File: src/rtl/tctb_pkg.sv
// Shared types and helpers for the tristate conduit timing bridge.
package tctb_pkg;
  localparam int CNT_W  = 4;
  localparam int MAX_CS = 8;

  typedef enum logic [2:0] {
    IDLE,
    SETUP,
    ACCESS,
    HOLD,
    TURN
  } tctb_state_e;

  // An index at or beyond num_cs gives an all-high vector, so the cycle still
  // runs but no device is selected.
  function automatic logic [MAX_CS-1:0] cs_decode(input logic [2:0] sel, input int num_cs);
    logic [MAX_CS-1:0] v;
    v = '1;
    if (int'(sel) < num_cs) v[sel] = 1'b0;
    return v;
  endfunction
endpackage

File: src/rtl/tristate_conduit_wait_counter.sv
// Loadable down-counter that times every conduit phase; last flags the final cycle.
module tristate_conduit_wait_counter
  import tctb_pkg::*;
(
  input  logic             clk,
  input  logic             rst,
  input  logic             load,
  input  logic [CNT_W-1:0] load_val,
  output logic             last
);
  logic [CNT_W-1:0] cnt;

  always_ff @(posedge clk or posedge rst) begin
    if (rst) cnt <= '0;
    else if (load) cnt <= load_val;
    else if (cnt != '0) cnt <= cnt - 1'b1;
  end

  assign last = (cnt == '0);
endmodule

File: src/rtl/tristate_conduit_timing_bridge.sv
// Avalon-MM slave to tristate conduit bridge with programmable setup/wait/hold/turnaround.
module tristate_conduit_timing_bridge
  import tctb_pkg::*;
#(
  parameter int ADDR_W     = 22,
  parameter int DATA_W     = 16,
  parameter int NUM_CS     = 1,
  parameter int SETUP_CYC  = 1,
  parameter int READ_WAIT  = 2,
  parameter int WRITE_WAIT = 2,
  parameter int HOLD_CYC   = 1,
  parameter int TURN_CYC   = 1,
  localparam int CS_SEL_W  = (NUM_CS > 1) ? $clog2(NUM_CS) : 0
) (
  input  logic                         clk,
  input  logic                         reset,
  input  logic [ADDR_W+CS_SEL_W-1:0]   avs_address,
  input  logic                         avs_read,
  input  logic                         avs_write,
  input  logic [DATA_W-1:0]            avs_writedata,
  output logic                         avs_waitrequest,
  output logic [DATA_W-1:0]            avs_readdata,
  output logic                         avs_readdatavalid,
  output logic [ADDR_W-1:0]            tcm_address_out,
  output logic                         tcm_read_n_out,
  output logic                         tcm_write_n_out,
  output logic [NUM_CS-1:0]            tcm_chipselect_n_out,
  output logic [DATA_W-1:0]            tcm_data_out,
  output logic                         tcm_data_outen,
  input  logic [DATA_W-1:0]            tcm_data_in
);
  localparam logic [CNT_W-1:0] SETUP_LD = CNT_W'(SETUP_CYC - 1);
  localparam logic [CNT_W-1:0] RD_LD    = CNT_W'(READ_WAIT - 1);
  localparam logic [CNT_W-1:0] WR_LD    = CNT_W'(WRITE_WAIT - 1);
  localparam logic [CNT_W-1:0] HOLD_LD  = CNT_W'(HOLD_CYC - 1);
  localparam logic [CNT_W-1:0] TURN_LD  = CNT_W'(TURN_CYC - 1);

  tctb_state_e      state, nstate;
  logic             accept, load, last;
  logic [CNT_W-1:0] load_val;
  logic [2:0]       avs_sel, lat_sel, cur_sel;
  logic             lat_rd, cur_rd, in_cyc, cs_ok;
  logic [MAX_CS-1:0] cs_full;
  logic             unused_cs;

  generate
    if (CS_SEL_W > 0) begin : g_sel
      assign avs_sel = 3'(avs_address[ADDR_W+CS_SEL_W-1:ADDR_W]);
    end else begin : g_nosel
      assign avs_sel = 3'd0;
    end
  endgenerate

  assign accept  = (state == IDLE) && !avs_waitrequest && (avs_read || avs_write);
  // Outputs are registered from the next state, so the accept cycle must use
  // the live request fields rather than the latched copies.
  assign cur_rd  = accept ? avs_read : lat_rd;
  assign cur_sel = accept ? avs_sel  : lat_sel;
  assign cs_full = cs_decode(cur_sel, NUM_CS);
  assign cs_ok   = int'(lat_sel) < NUM_CS;
  assign in_cyc  = (nstate == SETUP) || (nstate == ACCESS) || (nstate == HOLD);
  assign unused_cs = ^cs_full;

  tristate_conduit_wait_counter u_cnt (
    .clk      (clk),
    .rst      (reset),
    .load     (load),
    .load_val (load_val),
    .last     (last)
  );

  // Zero-length phases are skipped here so the FSM never spends a cycle in them.
  always_comb begin
    nstate   = state;
    load     = 1'b0;
    load_val = '0;
    case (state)
      IDLE: if (accept) begin
        load = 1'b1;
        if (SETUP_CYC > 0) begin
          nstate   = SETUP;
          load_val = SETUP_LD;
        end else begin
          nstate   = ACCESS;
          load_val = avs_read ? RD_LD : WR_LD;
        end
      end
      SETUP: if (last) begin
        nstate   = ACCESS;
        load     = 1'b1;
        load_val = lat_rd ? RD_LD : WR_LD;
      end
      ACCESS: if (last) begin
        if (HOLD_CYC > 0) begin
          nstate   = HOLD;
          load     = 1'b1;
          load_val = HOLD_LD;
        end else if (lat_rd && TURN_CYC > 0) begin
          nstate   = TURN;
          load     = 1'b1;
          load_val = TURN_LD;
        end else begin
          nstate = IDLE;
        end
      end
      HOLD: if (last) begin
        if (lat_rd && TURN_CYC > 0) begin
          nstate   = TURN;
          load     = 1'b1;
          load_val = TURN_LD;
        end else begin
          nstate = IDLE;
        end
      end
      TURN: if (last) nstate = IDLE;
      default: nstate = IDLE;
    endcase
  end

  always_ff @(posedge clk or posedge reset) begin
    if (reset) begin
      state                <= IDLE;
      lat_rd               <= 1'b0;
      lat_sel              <= '0;
      avs_waitrequest      <= 1'b1;
      avs_readdatavalid    <= 1'b0;
      avs_readdata         <= '0;
      tcm_address_out      <= '0;
      tcm_read_n_out       <= 1'b1;
      tcm_write_n_out      <= 1'b1;
      tcm_chipselect_n_out <= '1;
      tcm_data_out         <= '0;
      tcm_data_outen       <= 1'b0;
    end else begin
      state             <= nstate;
      avs_waitrequest   <= (nstate != IDLE);
      avs_readdatavalid <= 1'b0;
      if (accept) begin
        lat_rd          <= avs_read;
        lat_sel         <= avs_sel;
        tcm_address_out <= avs_address[ADDR_W-1:0];
        if (!avs_read) tcm_data_out <= avs_writedata;
      end
      tcm_read_n_out       <= !((nstate == ACCESS) && cur_rd);
      tcm_write_n_out      <= !((nstate == ACCESS) && !cur_rd);
      tcm_chipselect_n_out <= in_cyc ? cs_full[NUM_CS-1:0] : '1;
      tcm_data_outen       <= in_cyc && !cur_rd;
      if ((state == ACCESS) && last && lat_rd) begin
        avs_readdatavalid <= 1'b1;
        avs_readdata      <= cs_ok ? tcm_data_in : '0;
      end
    end
  end
endmodule

File: config.mk
export PLATFORM = sky130hd
export DESIGN_NAME = tristate_conduit_timing_bridge
export DESIGN_NICKNAME = d
export VERILOG_FILES = /design/src/rtl/tctb_pkg.sv /design/src/rtl/tristate_conduit_wait_counter.sv /design/src/rtl/tristate_conduit_timing_bridge.sv
export SDC_FILE = /design/constraint.sdc
export NUM_CORES = 1
export LEC_CHECK = 0
export ABC_AREA = 1
export CAP_MARGIN = 20
export CORE_MARGIN = 5
export CORE_UTILIZATION = 29
export DETAILED_ROUTE_END_ITERATION = 8
export GPL_TIMING_DRIVEN = 1
export PLACE_DENSITY = 0.55
export SYNTH_ARGS = -nofsm -noshare
export SYNTH_HDL_FRONTEND = slang
export SYNTH_SLANG_ARGS = --single-unit
File: constraint.sdc
create_clock -name clk -period 3.4 [get_ports clk]
set_clock_uncertainty 0.1 [all_clocks]
set_input_delay 1.02 -clock clk [delete_from_list [all_inputs] [get_ports clk]]
set_output_delay 1.02 -clock clk [all_outputs]
set_load 0.1 [all_outputs]
==> Yosys cells after proc, flatten, opt, wreduce, memory -nomap -nowiden <==
Cells that the tools add are included.
{ "word_totals": {"register_bits": 71, "out_inout_bits": 60, "word_cells": 73} }
{ "op_classes": {"n_bitwise": 2, "n_addsub": 1, "order_cmp": 4, "n_eq_ne": 7, "n_reduce_logical": 22, "n_mux": 24} }
{ "ops": {"columns": ["op", "n"], "rows": [
  ["2-to-1 mux 3 bit", 7],
  ["2-to-1 mux 16 bit", 1],
  ["case mux 3 bit (5 select lines)", 1],
  ["== test 3 x 2 -> 1 bit, second input constant", 4],
  ["2-to-1 mux 1 bit", 11],
  ["logical AND 1 bit", 8],
  ["2-to-1 mux 4 bit", 2],
  ["== test 3 x 1 -> 1 bit, second input constant", 2],
  ["less-than comparator 3 x 1 -> 1 bit, second input constant", 2],
  ["logical NOT 1 bit", 4],
  ["logical NOT 4 bit", 1],
  ["less-than comparator 3 x 4 -> 1 bit, second input constant", 1],
  ["nonzero test 4 bit", 1],
  ["subtractor 4 x 1 -> 4 bit, second input constant", 1],
  ["demux 1 bit (select 3 bit)", 1],
  ["== test 3 bit, second input constant", 1],
  ["greater-or-equal comparator 3 x 1 -> 1 bit, second input constant", 1],
  ["logical NOT 3 bit", 1],
  ["logical OR 1 bit", 3],
  ["case mux 1 bit (3 select lines)", 1],
  ["nonzero test 3 bit", 1],
  ["NOT 1 bit", 2],
  ["AND reduction 2 bit", 1],
  ["nonzero test 2 bit", 1],
  ["OR reduction 2 bit", 1]
]} }

==> Depth between registers and ports, before layout <==
{ "depth": {"depth_word": 11, "mapped_depth": 10, "mapped_depth_nobuf": 10} }

==> Cells and area by module <==
A second synthesis with hierarchy kept.
{ "unflattened": {"cells_unflattened": 335, "area_unflattened_um2": 2924.1} }
{ "by_module_without_submodules": {"columns": ["module", "area_per_inst_um2", "seq_area_each_um2", "cells_each", "instances"], "rows": [
  ["tristate_conduit_timing_bridge", 2665.1, 1681.6, 297, 1],
  ["tristate_conduit_wait_counter", 259.0, 100.1, 38, 1]
]} }

==> Least setup slack after synthesis <==
OpenSTA, ideal clock, no wires.
{ "synth_path": {"path_kind": "reg-to-output", "startpoint": "register tcm_address_out[0]", "endpoint": "output tcm_address_out[0]", "required_ns": 2.280, "arrival_ns": 0.898, "setup_slack_ns": 1.382, "stages_incl_launch_ff": 1, "cell_sequence": "dfrtp_1"} }
{ "synth_lines": {"columns": ["element", "line", "source"], "rows": [
  ["start, declared", "tristate_conduit_timing_bridge.sv:24", "output logic [ADDR_W-1:0] tcm_address_out,"],
  ["start signal, assigned", "tristate_conduit_timing_bridge.sv:141", "tcm_address_out <= avs_address[ADDR_W-1:0];"]
]} }
No word-level cell between the ends.

==> Worst setup path in the final report <==
{ "layout_path": {"startpoint": "input avs_read", "endpoint": "register tcm_data_outen"} }
{ "layout_between": {"word_cells_on_any_way": 12, "classes_between": "3 x eq/ne; 3 x mux; 6 x reduce/logical"} }
{ "layout_lines": {"columns": ["element", "line", "source"], "rows": [
  ["start, declared", "tristate_conduit_timing_bridge.sv:18", "input logic avs_read,"],
  ["logical OR 1 bit", "tristate_conduit_timing_bridge.sv:54", "assign accept = (state == IDLE) && !avs_waitrequest && (avs_read || avs_write);"],
  ["logical AND 1 bit", "tristate_conduit_timing_bridge.sv:54", null],
  ["2-to-1 mux 1 bit (*)", null, null],
  ["net cur_rd", "tristate_conduit_timing_bridge.sv:42", "logic lat_rd, cur_rd, in_cyc, cs_ok;"],
  ["logical NOT 1 bit (*)", "tristate_conduit_timing_bridge.sv:147", "tcm_data_outen <= in_cyc && !cur_rd;"],
  ["logical AND 1 bit (*)", "tristate_conduit_timing_bridge.sv:147", null],
  ["end signal, assigned", "tristate_conduit_timing_bridge.sv:147", null],
  ["end, declared", "tristate_conduit_timing_bridge.sv:29", "output logic tcm_data_outen,"]
]} }
Mark *: on every way through the listed nets, which the timed path passes. The rest lies on a longest branch.
A chain may end at the register's enable or synchronous reset.

==> summary.txt <==
Setup tns final - 0 ns
Worst path most repeated cell - inv_2
Synthesized cell area - 0.002912 mm²
Vias - 2504
Cells along the critical path - clkdlybuf4s50_1 -> or2_1 -> nand3_2 -> nor2_4 -> inv_2 -> o21ai_2 -> inv_2 -> nor2_1
Vias in the first global route - 2580
Final Core Density - 0.4398
Tcrit/Tclk final - 0.6782
All-Layer GR Usage - 0.1293
Avg WL per Cell - 13.10 µm
I/O Buffers - 117
H-tree levels - 3
Seq/Total Area, Yosys - 0.6119
RSZ-0062 raised after global routing - false
Die height - 110.2 µm
Die area - 0.01214 mm²
Setup WS pre-CTS - 0.7055 ns
Hold Path Class - register to register
Drt drc - 0
Final ANT Viol Nets - 0
PostCTS Resize Cnt - 0
Synth top area cells - dfrtp_1 58%, nand2_1 20%, dfstp_2 3.6%, nand3_1 3.4%, o21ai_1 1.9%
Routed WL - 7.648 mm
Worst-Skew Late Latency - 0.35 ns
Final Wtd Congestion - 0.8047
Number of diodes - 0
Drt via density - 4.288
Final Critical Period - 2.306 ns
Drt pass-1 iters - 4
Worst setup margin - 1.094 ns
Max Clk Rate - 433.7 MHz
Worst Path Required - 3.53 ns
Synth async-reset ratio - 1.000
Post-CTS setup buffers - 0
Data arrival, critical path - 2.44 ns
Yosys cell types - 26
CTS tree - built
Fillers - 1022
Area share of the largest cell type after synthesis - 0.5758
# IOs - 118
Largest net degree at the start of global routing - 37
CP startpoint kind - input port
Dominant cell type by area after synthesis - dfrtp_1
Crit. End Element - register
Sink Count - 71
Slowest cell on crit path - clkdlybuf4s50_1
Synth warn - 0
FP Rows - 36
Layout Nets - 505
CP Class - input port to register
GRT overflow - 0
DRT iter0 DRCs - 104
Max clock buf depth - 2
Starting Density - 0.2979
Worst stage delay on the critical path - 0.46 ns
Root Driver - clkbuf_8
Register clock-pin slew on the reported worst setup and hold paths - 0.07 ns
Syn avg cell area - 8.986 µm²
Post-synth top cells - 152 x nand2_1, 67 x dfrtp_1, 20 x nand3_1
Rel. slew slack - 0.5413
Die Width - 110.2 µm
First-pass GRT wire length - 12.12 mm
Initial antenna violation count - 0
Num CTS Buffers - 9
Area growth, synth to finish - 47.66%
Share of post-route cells with drive strength above 1 - 0.2350
Final hold vios - 0
Worst slew pin tran - 0.6874 ns
Outcome - finished, final reports clean
Most frequent cell after synthesis - nand2_1
Number of synthesized flops with an enable pin - 0
Max Cap Violations - 0
Core Footprint - 0.009774 mm²
Syn Nets - 383
Synthesis-stage register bit count - 71
DP HPWL - 5.570 mm
Crit Path Max Fanout - 17
Cells after Synth - 324
Final setup vio count - 0
Top FF cell, synth - dfrtp_1
Max Slew Vio Count - 0
CTS Hold Bufs - 0
[sequential cells by signal, summed over array words and instances (netlist names)]
signal	count
u_cnt.cnt	4
tcm_data_outen	1
lat_rd	1
state	3
tcm_write_n_out	1
avs_readdatavalid	1
avs_waitrequest	1
avs_readdata	16
lat_sel	3
tcm_address_out	22
tcm_chipselect_n_out	1
tcm_read_n_out	1
tcm_data_out	16
[metal layers]
layer	up-vias	wire, µm	global-route usage
met1	1176	3185	0.1551
met3	6	611	0.05183
li1	1253	-	-
met5	-	0	0
met4	0	79	0.04749
met2	69	3772	0.2097
[cell families (layout without fill, tap and decap cells)]
family,after synthesis,after routing,share of synthesized area
adder cells (fa/ha/maj),1,1,0.004297
flip-flops,71,71,0.6119
buffers and inverters,29,156,0.04856
AND/OR/NAND/NOR,197,197,0.2892
AO/OA/AOI/OAI,26,26,0.04598
[area by class of cell]
cell class              count  area, µm²  area share
repair buffers            122       1059      0.2462
well taps                 133      166.4     0.03871
inverters                  18      67.56     0.01572
clock buffers              10      127.6     0.02969
multi-input cells         224      988.4      0.2299
flip-flops and latches     71       1782      0.4144
clock inverters             6      108.9     0.02532
[layout by cell type (no fill, tap or decap)]
cell and count:
dfrtp_1 67, clkbuf_1 1, nand3_2 3, buf_4 65
nand4_1 1, clkdlybuf4s50_1 57, or2_2 1, nor2_1 10
a21oi_1 4, nor2_2 2, clkinv_2 2, inv_2 9
o21ai_1 11, nand3_1 20, nor2_4 2, inv_1 9
o21ai_0 10, nand2_1 152, clkbuf_8 9, o21ai_2 1
clkinv_4 1, or2_1 2, nor2_8 1, dfstp_2 4
nand2_2 2, bufinv_16 3, ha_1 1, nand2_4 1
[through the flow]
stage	std cells	hold WS, ns	instance area (µm²)
global route	584	0.3958	4299
floorplan	324	0.3368	2912
CTS	584	0.3736	4299
global placement	568	0.3536	4063
finish	584	0.3696	4299
detailed placement	568	0.3533	4063
[worst max-delay path: cells and delay by family]
kind / cells / cell delay (ns)
AO/OA/AOI/OAI: 1 / 0.12
AND/OR/NAND/NOR: 4 / 0.52
buffers and inverters: 3 / 0.78
[path summary, 6_finish.rpt]
check	end	from	cells after the start	slack (ns)
max	tcm_data_outen	avs_read	8	1.09
min reg2reg	lat_sel[1]	lat_sel[1]	2	0.37
min	lat_sel[1]	lat_sel[1]	2	0.37
max in group asynchronous	tcm_chipselect_n_out	reset	3	1.84
max reg2reg	avs_readdata[10]	u_cnt.cnt[0]	8	1.52
min in group asynchronous	avs_readdata[4]	reset	3	1.00
Power is left out: the tool's default activity adds up to more than one toggle a clock period on the data nets, which glitch-free logic cannot reach.
